## config.mk

```make
export PLATFORM = sky130hd
export DESIGN_NAME = bpred_pht_arbiter
export DESIGN_NICKNAME = d
export VERILOG_FILES = /design/src/rtl/bpred_pkg.sv /design/src/rtl/bpred_upd_fifo.sv /design/src/rtl/bpred_pht_arbiter.sv
export SDC_FILE = /design/constraint.sdc
export NUM_CORES = 1
export LEC_CHECK = 0
export ABC_CLOCK_PERIOD_IN_PS = 2900
export CAP_MARGIN = 20
export CORE_MARGIN = 2
export CORE_UTILIZATION = 53
export DETAILED_ROUTE_END_ITERATION = 6
export DONT_BUFFER_PORTS = 1
export PLACE_DENSITY = 0.68
export SKIP_CTS_REPAIR_TIMING = 1
export SLEW_MARGIN = 5
export SYNTH_ARGS = -nofsm -noshare
export SYNTH_HDL_FRONTEND = slang
export SYNTH_HIERARCHICAL = 1
export SYNTH_SLANG_ARGS = --single-unit
```

## constraint.sdc

```tcl
create_clock -name i_Clk -period 2.9 [get_ports i_Clk]
set_input_delay 0.58 -clock i_Clk [delete_from_list [all_inputs] [get_ports i_Clk]]
set_output_delay 0.58 -clock i_Clk [all_outputs]
set_load 0.01 [all_outputs]
```

## src/rtl/bpred_pkg.sv

```systemverilog
// Shared types for the PHT arbiter: 2-bit counter encoding, FSM states and
// the saturating counter update.
package bpred_pkg;

    typedef logic [1:0] ctr_t;

    localparam ctr_t CTR_SNT = 2'b00;
    localparam ctr_t CTR_WNT = 2'b01;
    localparam ctr_t CTR_WT  = 2'b10;
    localparam ctr_t CTR_ST  = 2'b11;

    typedef enum logic [1:0] {
        ST_INIT = 2'd0,
        ST_IDLE = 2'd1,
        ST_RD   = 2'd2,
        ST_WR   = 2'd3
    } upd_state_t;

    function automatic ctr_t sat_update(input ctr_t ctr, input logic taken);
        ctr_t res;
        res = ctr;
        if (taken) begin
            if (ctr != CTR_ST) res = ctr + 2'b01;
        end else begin
            if (ctr != CTR_SNT) res = ctr - 2'b01;
        end
        return res;
    endfunction

endpackage

```

## src/rtl/bpred_upd_fifo.sv

```systemverilog
// Synchronous FIFO of pending {index, outcome} counter updates.
// A push while full is accepted only when a pop happens in the same cycle.
module bpred_upd_fifo #(
    parameter int IDX_W = 4,
    parameter int DEPTH = 4
) (
    input  logic                     i_Clk,
    input  logic                     i_Reset,
    input  logic                     push,
    input  logic [IDX_W-1:0]         push_index,
    input  logic                     push_outcome,
    input  logic                     pop,
    output logic [IDX_W-1:0]         head_index,
    output logic                     head_outcome,
    output logic                     full,
    output logic                     empty,
    output logic [$clog2(DEPTH):0]   count
);

    localparam int PTR_W = $clog2(DEPTH);
    localparam int CNT_W = PTR_W + 1;

    logic [IDX_W:0]   mem [DEPTH];
    logic [PTR_W-1:0] wr_ptr;
    logic [PTR_W-1:0] rd_ptr;
    logic             push_ok;
    logic             pop_ok;

    assign full    = (count == CNT_W'(DEPTH));
    assign empty   = (count == '0);
    assign push_ok = push && (!full || pop);
    assign pop_ok  = pop && !empty;

    assign head_index   = mem[rd_ptr][IDX_W:1];
    assign head_outcome = mem[rd_ptr][0];

    always_ff @(posedge i_Clk) begin
        if (push_ok) mem[wr_ptr] <= {push_index, push_outcome};
    end

    always_ff @(posedge i_Clk or negedge i_Reset) begin
        if (!i_Reset) begin
            wr_ptr <= '0;
            rd_ptr <= '0;
            count  <= '0;
        end else begin
            if (push_ok) wr_ptr <= wr_ptr + PTR_W'(1);
            if (pop_ok)  rd_ptr <= rd_ptr + PTR_W'(1);
            case ({push_ok, pop_ok})
                2'b10:   count <= count + CNT_W'(1);
                2'b01:   count <= count - CNT_W'(1);
                default: count <= count;
            endcase
        end
    end

endmodule

```

## src/rtl/bpred_pht_arbiter.sv

```systemverilog
// Single-port PHT arbiter: table init, DEC lookups and queued EX-stage
// read-modify-write counter updates with starvation protection.
//
//  state   | meaning
//  --------+-----------------------------------------------------------
//  INIT    | writing INIT_CTR to one PHT entry per cycle, lookups stalled
//  IDLE    | no update in flight, port free for lookups
//  RD      | waiting for a port slot to read the FIFO head counter
//  WR      | holding the read counter, waiting to write the updated value
module bpred_pht_arbiter
    import bpred_pkg::*;
#(
    parameter int   BPRED_WIDTH  = 4,
    parameter int   UPD_DEPTH    = 4,
    parameter int   STARVE_LIMIT = 8,
    parameter ctr_t INIT_CTR     = 2'b10
) (
    input  logic                   i_Clk,
    input  logic                   i_Reset,
    input  logic                   i_DEC_Is_Branch,
    input  logic [BPRED_WIDTH-1:0] i_DEC_Index,
    output logic                   o_Lookup_Stall,
    output logic                   o_Pred_Valid,
    output logic                   o_Prediction,
    input  logic                   i_ALU_Branch_Valid,
    input  logic                   i_ALU_Branch_Outcome,
    input  logic [BPRED_WIDTH-1:0] i_ALU_Index,
    output logic                   o_Upd_Drop,
    output logic                   o_Init_Done,
    output logic [BPRED_WIDTH-1:0] o_PHT_Addr,
    output logic                   o_PHT_We,
    output logic [1:0]             o_PHT_Wdata,
    input  logic [1:0]             i_PHT_Rdata
);

    localparam int STARVE_W = $clog2(STARVE_LIMIT + 1);
    localparam int CNT_W    = $clog2(UPD_DEPTH) + 1;
    localparam logic [BPRED_WIDTH-1:0] LAST_IDX = '1;

    upd_state_t             state_q, state_d;
    logic [BPRED_WIDTH-1:0] init_idx_q;
    logic                   init_done_q;
    logic [STARVE_W-1:0]    starve_q;
    ctr_t                   held_q;
    logic                   wr_entry_q;
    logic                   pred_valid_q;
    logic                   drop_q;

    logic [BPRED_WIDTH-1:0] head_index;
    logic                   head_outcome;
    logic                   fifo_full;
    logic                   fifo_empty;
    logic [CNT_W-1:0]       fifo_count;

    logic                   in_rdwr;
    logic                   starved;
    logic                   lookup_stall;
    logic                   lookup_grant;
    logic                   upd_grant;
    logic                   push;
    logic                   pop;
    ctr_t                   wr_base;
    ctr_t                   wr_ctr;
    logic [BPRED_WIDTH-1:0] addr_c;
    logic                   we_c;
    ctr_t                   wdata_c;

    bpred_upd_fifo #(
        .IDX_W (BPRED_WIDTH),
        .DEPTH (UPD_DEPTH)
    ) u_fifo (
        .i_Clk        (i_Clk),
        .i_Reset      (i_Reset),
        .push         (push),
        .push_index   (i_ALU_Index),
        .push_outcome (i_ALU_Branch_Outcome),
        .pop          (pop),
        .head_index   (head_index),
        .head_outcome (head_outcome),
        .full         (fifo_full),
        .empty        (fifo_empty),
        .count        (fifo_count)
    );

    assign push         = i_ALU_Branch_Valid;
    assign in_rdwr      = (state_q == ST_RD) || (state_q == ST_WR);
    assign starved      = in_rdwr && (starve_q == STARVE_W'(STARVE_LIMIT));
    assign lookup_stall = (state_q == ST_INIT) || starved;
    assign lookup_grant = i_DEC_Is_Branch && !lookup_stall;
    assign upd_grant    = in_rdwr && !lookup_grant;
    assign pop          = (state_q == ST_WR) && upd_grant;

    // The read data is only on the bus in the WR entry cycle; later WR cycles use the held copy.
    assign wr_base = wr_entry_q ? i_PHT_Rdata : held_q;
    assign wr_ctr  = sat_update(wr_base, head_outcome);

    always_comb begin
        state_d = state_q;
        addr_c  = i_DEC_Index;
        we_c    = 1'b0;
        wdata_c = wr_ctr;
        case (state_q)
            ST_INIT: begin
                addr_c  = init_idx_q;
                we_c    = 1'b1;
                wdata_c = INIT_CTR;
                if (init_idx_q == LAST_IDX) state_d = ST_IDLE;
            end
            ST_IDLE: begin
                if (!fifo_empty) state_d = ST_RD;
            end
            ST_RD: begin
                if (upd_grant) begin
                    addr_c  = head_index;
                    state_d = ST_WR;
                end
            end
            ST_WR: begin
                if (upd_grant) begin
                    addr_c  = head_index;
                    we_c    = 1'b1;
                    state_d = ((fifo_count > CNT_W'(1)) || push) ? ST_RD : ST_IDLE;
                end
            end
            default: state_d = ST_INIT;
        endcase
    end

    always_ff @(posedge i_Clk or negedge i_Reset) begin
        if (!i_Reset) begin
            state_q      <= ST_INIT;
            init_idx_q   <= '0;
            init_done_q  <= 1'b0;
            starve_q     <= '0;
            held_q       <= CTR_SNT;
            wr_entry_q   <= 1'b0;
            pred_valid_q <= 1'b0;
            drop_q       <= 1'b0;
        end else begin
            state_q      <= state_d;
            wr_entry_q   <= (state_q == ST_RD) && upd_grant;
            pred_valid_q <= lookup_grant;
            drop_q       <= push && fifo_full && !pop;
            if (state_q == ST_INIT) init_idx_q <= init_idx_q + BPRED_WIDTH'(1);
            if ((state_q == ST_INIT) && (state_d == ST_IDLE)) init_done_q <= 1'b1;
            if (wr_entry_q) held_q <= i_PHT_Rdata;
            if (upd_grant) begin
                starve_q <= '0;
            end else if (in_rdwr && lookup_grant && !starved) begin
                starve_q <= starve_q + STARVE_W'(1);
            end
        end
    end

    assign o_Lookup_Stall = lookup_stall;
    assign o_Pred_Valid   = pred_valid_q;
    assign o_Prediction   = pred_valid_q & i_PHT_Rdata[1];
    assign o_Upd_Drop     = drop_q;
    assign o_Init_Done    = init_done_q;
    assign o_PHT_Addr     = addr_c;
    assign o_PHT_We       = we_c & i_Reset;
    assign o_PHT_Wdata    = wdata_c;

endmodule

```

==> metrics.md <==
| Metric | Value |
|---|---|
| Detailed Routing Iterations Pass 1 | `4` |
| CP Class | `reg2out` |
| Largest net degree at the start of global routing | `25` |
| Multi-input logic area | `~950 sq um` |
| Hold Crit Class | `in2async` |
| EDFF count, synth | `20` |
| Seq/Total Area, Yosys | `52.5%` |
| Pins Over Slew Limit | `0` |
| Number of port buffers | `0` |
| Worst-margin pin slew | `~0.44 ns` |
| Fin Hold WS | `0.0915 ns` |
| Synth Register Bits | `43` |
| Final period util | `92.8%` |
| Power Density | `around 1100 nW/um^2` |
| Worst vdd ir | `618 uV` |
| Max Cap Viol | `0` |
| Routability cong. | `0.792` |
| CTS tree | `built` |
| Clk Latency, worst-skew pair | `around 0.29 ns` |
| Post-synthesis instance area | `about 2200 sq um` |
| Yosys cell types | `slightly above 50` |
| Most common cell after layout, fill and taps aside | `dfrtp_1` |
| Share of cells above drive strength 1 | `approximately 17%` |
| Antenna violations before repair | `0` |
| FF+latch area | `1180 sq um` |
| Routed via count | `between 1000 and 1500` |
| Final setup violation count | `0` |
| Leak | `0.974 nW` |
| Outcome | `complete, no violations` |
| CTS max path bufs | `2` |
| GRT overflow | `0` |
| Fmax | `between 0.3 and 0.4 GHz` |
| # nets final | `201` |
| Reg-to-reg critical path endpoint | `u_fifo/count[2]$_DFFE_PN0P_` |
| Most used cells in the layout excluding fill and tap cells | `23 x dfrtp_1, 20 x edfxtp_1, 16 x inv_1` |
| Reg2reg start | `starve_q[0]$_DFFE_PN0P_` |
| Row cnt | `23` |
| Ys async rst share | `about 53%` |
| Crit path required time | `between 2 and 2.5 ns` |
| Avg Inst Size Synth | `13.1 sq um` |
| # IOs | `27` |
| Synth Instances | `171` |
| H-tree depth | `2` |
| WL/cell | `roughly 18 microns` |
| Top FF cell, synth | `dfrtp_1` |
| Reg2reg path depth | `13` |
| Final Util | `between 50% and 60%` |
| WP data arrival | `around 2.1 ns` |
| Root Driver | `clkbuf_8` |
| FILL cells | `roughly 320` |
| Die span in x | `69.0 microns` |
| Inserted Diodes | `0` |
| Total negative setup slack | `0 ns` |
| DRT iter0 DRCs | `41` |
| Die height | `between 60 and 70 microns` |
| Top cell type's share of synthesized area | `a little over a quarter` |
| Final WL | `4120 microns` |
| Drt via density | `between 5 and 6` |
| Vias in the first global route | `between 1000 and 1500` |
| DR DRC count | `0` |
| Yosys warns | `6` |
| CP endpoint kind | `output pin` |
| Min Tclk post-route | `between 2 and 3 ns` |
| Total power | `~2.5 mW` |
| CP startpoint kind | `flip-flop` |
| Net Count, Synth | `199` |
| CTS buffer count | `5` |
| Die area | `4760 sq um` |
| DP HPWL | `around 3100 microns` |
| Global-route usage over all layers | `between 15 and 20%` |
| First-pass GRT wire length | `roughly 6700 microns` |
| Slew margin rel. | `a little under three quarters` |
| Clock Sinks | `43` |
| Post-DRT Antenna Nets | `0` |
| Clk_skew | `0.00293 ns` |
| Clock-pin slew on the worst setup and hold paths | `0.08 ns` |
| RSZ-0062 raised after global routing | `no` |
| R2R Setup Slk | `~0.22 ns` |
| Post-synth top area cell | `edfxtp_1` |
| Starting Density | `a little under three fifths` |
| Critical Path Fanout Max | `10` |
| Critical path launch point | `state_q[0]$_DFF_PN0_` |
| Core area | `roughly 4000 sq um` |
| Final hold vios | `0` |
| P&R area growth vs syn | `6.09%` |
| Largest cells by area after synthesis | `edfxtp_1 27%, dfrtp_1 26%, ha_1 6.7%, mux4_2 5.0%, inv_1 2.7%` |
==> critical path, cell delays in order, from the launching register on <==
cell     delay (ns)
dfrtp_1        0.50
ha_1           0.27
buf_4          0.17
nor2_1         0.34
o31ai_4        0.12
a221o_1        0.42
==> state kept, by name, indices dropped and copies added (netlist names), 2 cells and up <==
name           flops
u_fifo/wr_ptr      2
starve_q           4
init_idx_q         4
held_q             2
u_fifo/count       3
state_q            2
u_fifo/mem        20
u_fifo/rd_ptr      2
==> power by group <==
group | switching, mW | internal (mW) | total, mW
sequential | 0.209 | 0.845 | 1.05
clock | 0.195 | 0.168 | 0.363
combinational | 0.566 | 0.519 | 1.09
total | 0.970 | 1.53 | 2.50
==> how the worst max path moves through the flow <==
stage	end	slack, ns	cells after the start
6_report	o_PHT_Addr[0]	0.21	5
5_1_grt	u_fifo/count[2]$_DFFE_PN0P_	0.03	13
4_1_cts	u_fifo/count[2]$_DFFE_PN0P_	0.1	13
3_5_place_dp	u_fifo/count[2]$_DFFE_PN0P_	0.12	13
3_3_place_gp	u_fifo/count[2]$_DFFE_PN0P_	0.27	13
2_1_floorplan	u_fifo/count[2]$_DFFE_PN0P_	0.31	14
==> area by class of cell <==
cell class,instances,share of cell area (%)
clock buffer,5,2.90
sequential,43,49.5
inverter,16,2.53
clock inverter,3,0.843
multi-input combinational,104,40.1
tap,50,2.63
timing repair buffer,3,1.47
==> synthesized netlist by cell type, drive strengths merged (3+ instances only) <==
master,n
a221o,4
and2,9
buf,7
dfrtp,23
edfxtp,20
ha,12
inv,16
mux2,5
mux4,5
nor2,6
nor2b,5
nor3,3
o21ai,7
xnor2,5
xor2,4
==> per-layer routing <==
metal  part of all wire, %  GRT usage (%)  vias to the layer above
li1                      -              -                      626
met4                   1.3           5.45                        0
met2                    54           31.7                       32
met1                    39           21.3                      676
met5                     0              0                        -
met3                   5.2           6.14                        4
==> kinds of logic (layout without fill, tap and decap cells) <==
family	count (synthesis)	in the layout	synth area share (%)
adder cells (fa/ha/maj)	13	13	7.60
AND/OR/NAND/NOR	36	36	9.83
flip-flops	43	43	52.5
multiplexers	12	12	8.60
XOR/XNOR	9	9	3.52
buffers and inverters	24	27	4.92
AO/OA/AOI/OAI	34	34	13.0
==> metrics by stage <==
step	cells	setup WS, ns	area (sq um)
finish	224	0.208	2380
global route	224	0.0261	2380
CTS	223	0.0951	2360
detailed placement	215	0.124	2270
global placement	215	0.266	2270
floorplan	171	0.306	2240
Power figures use the tool's default switching activity.
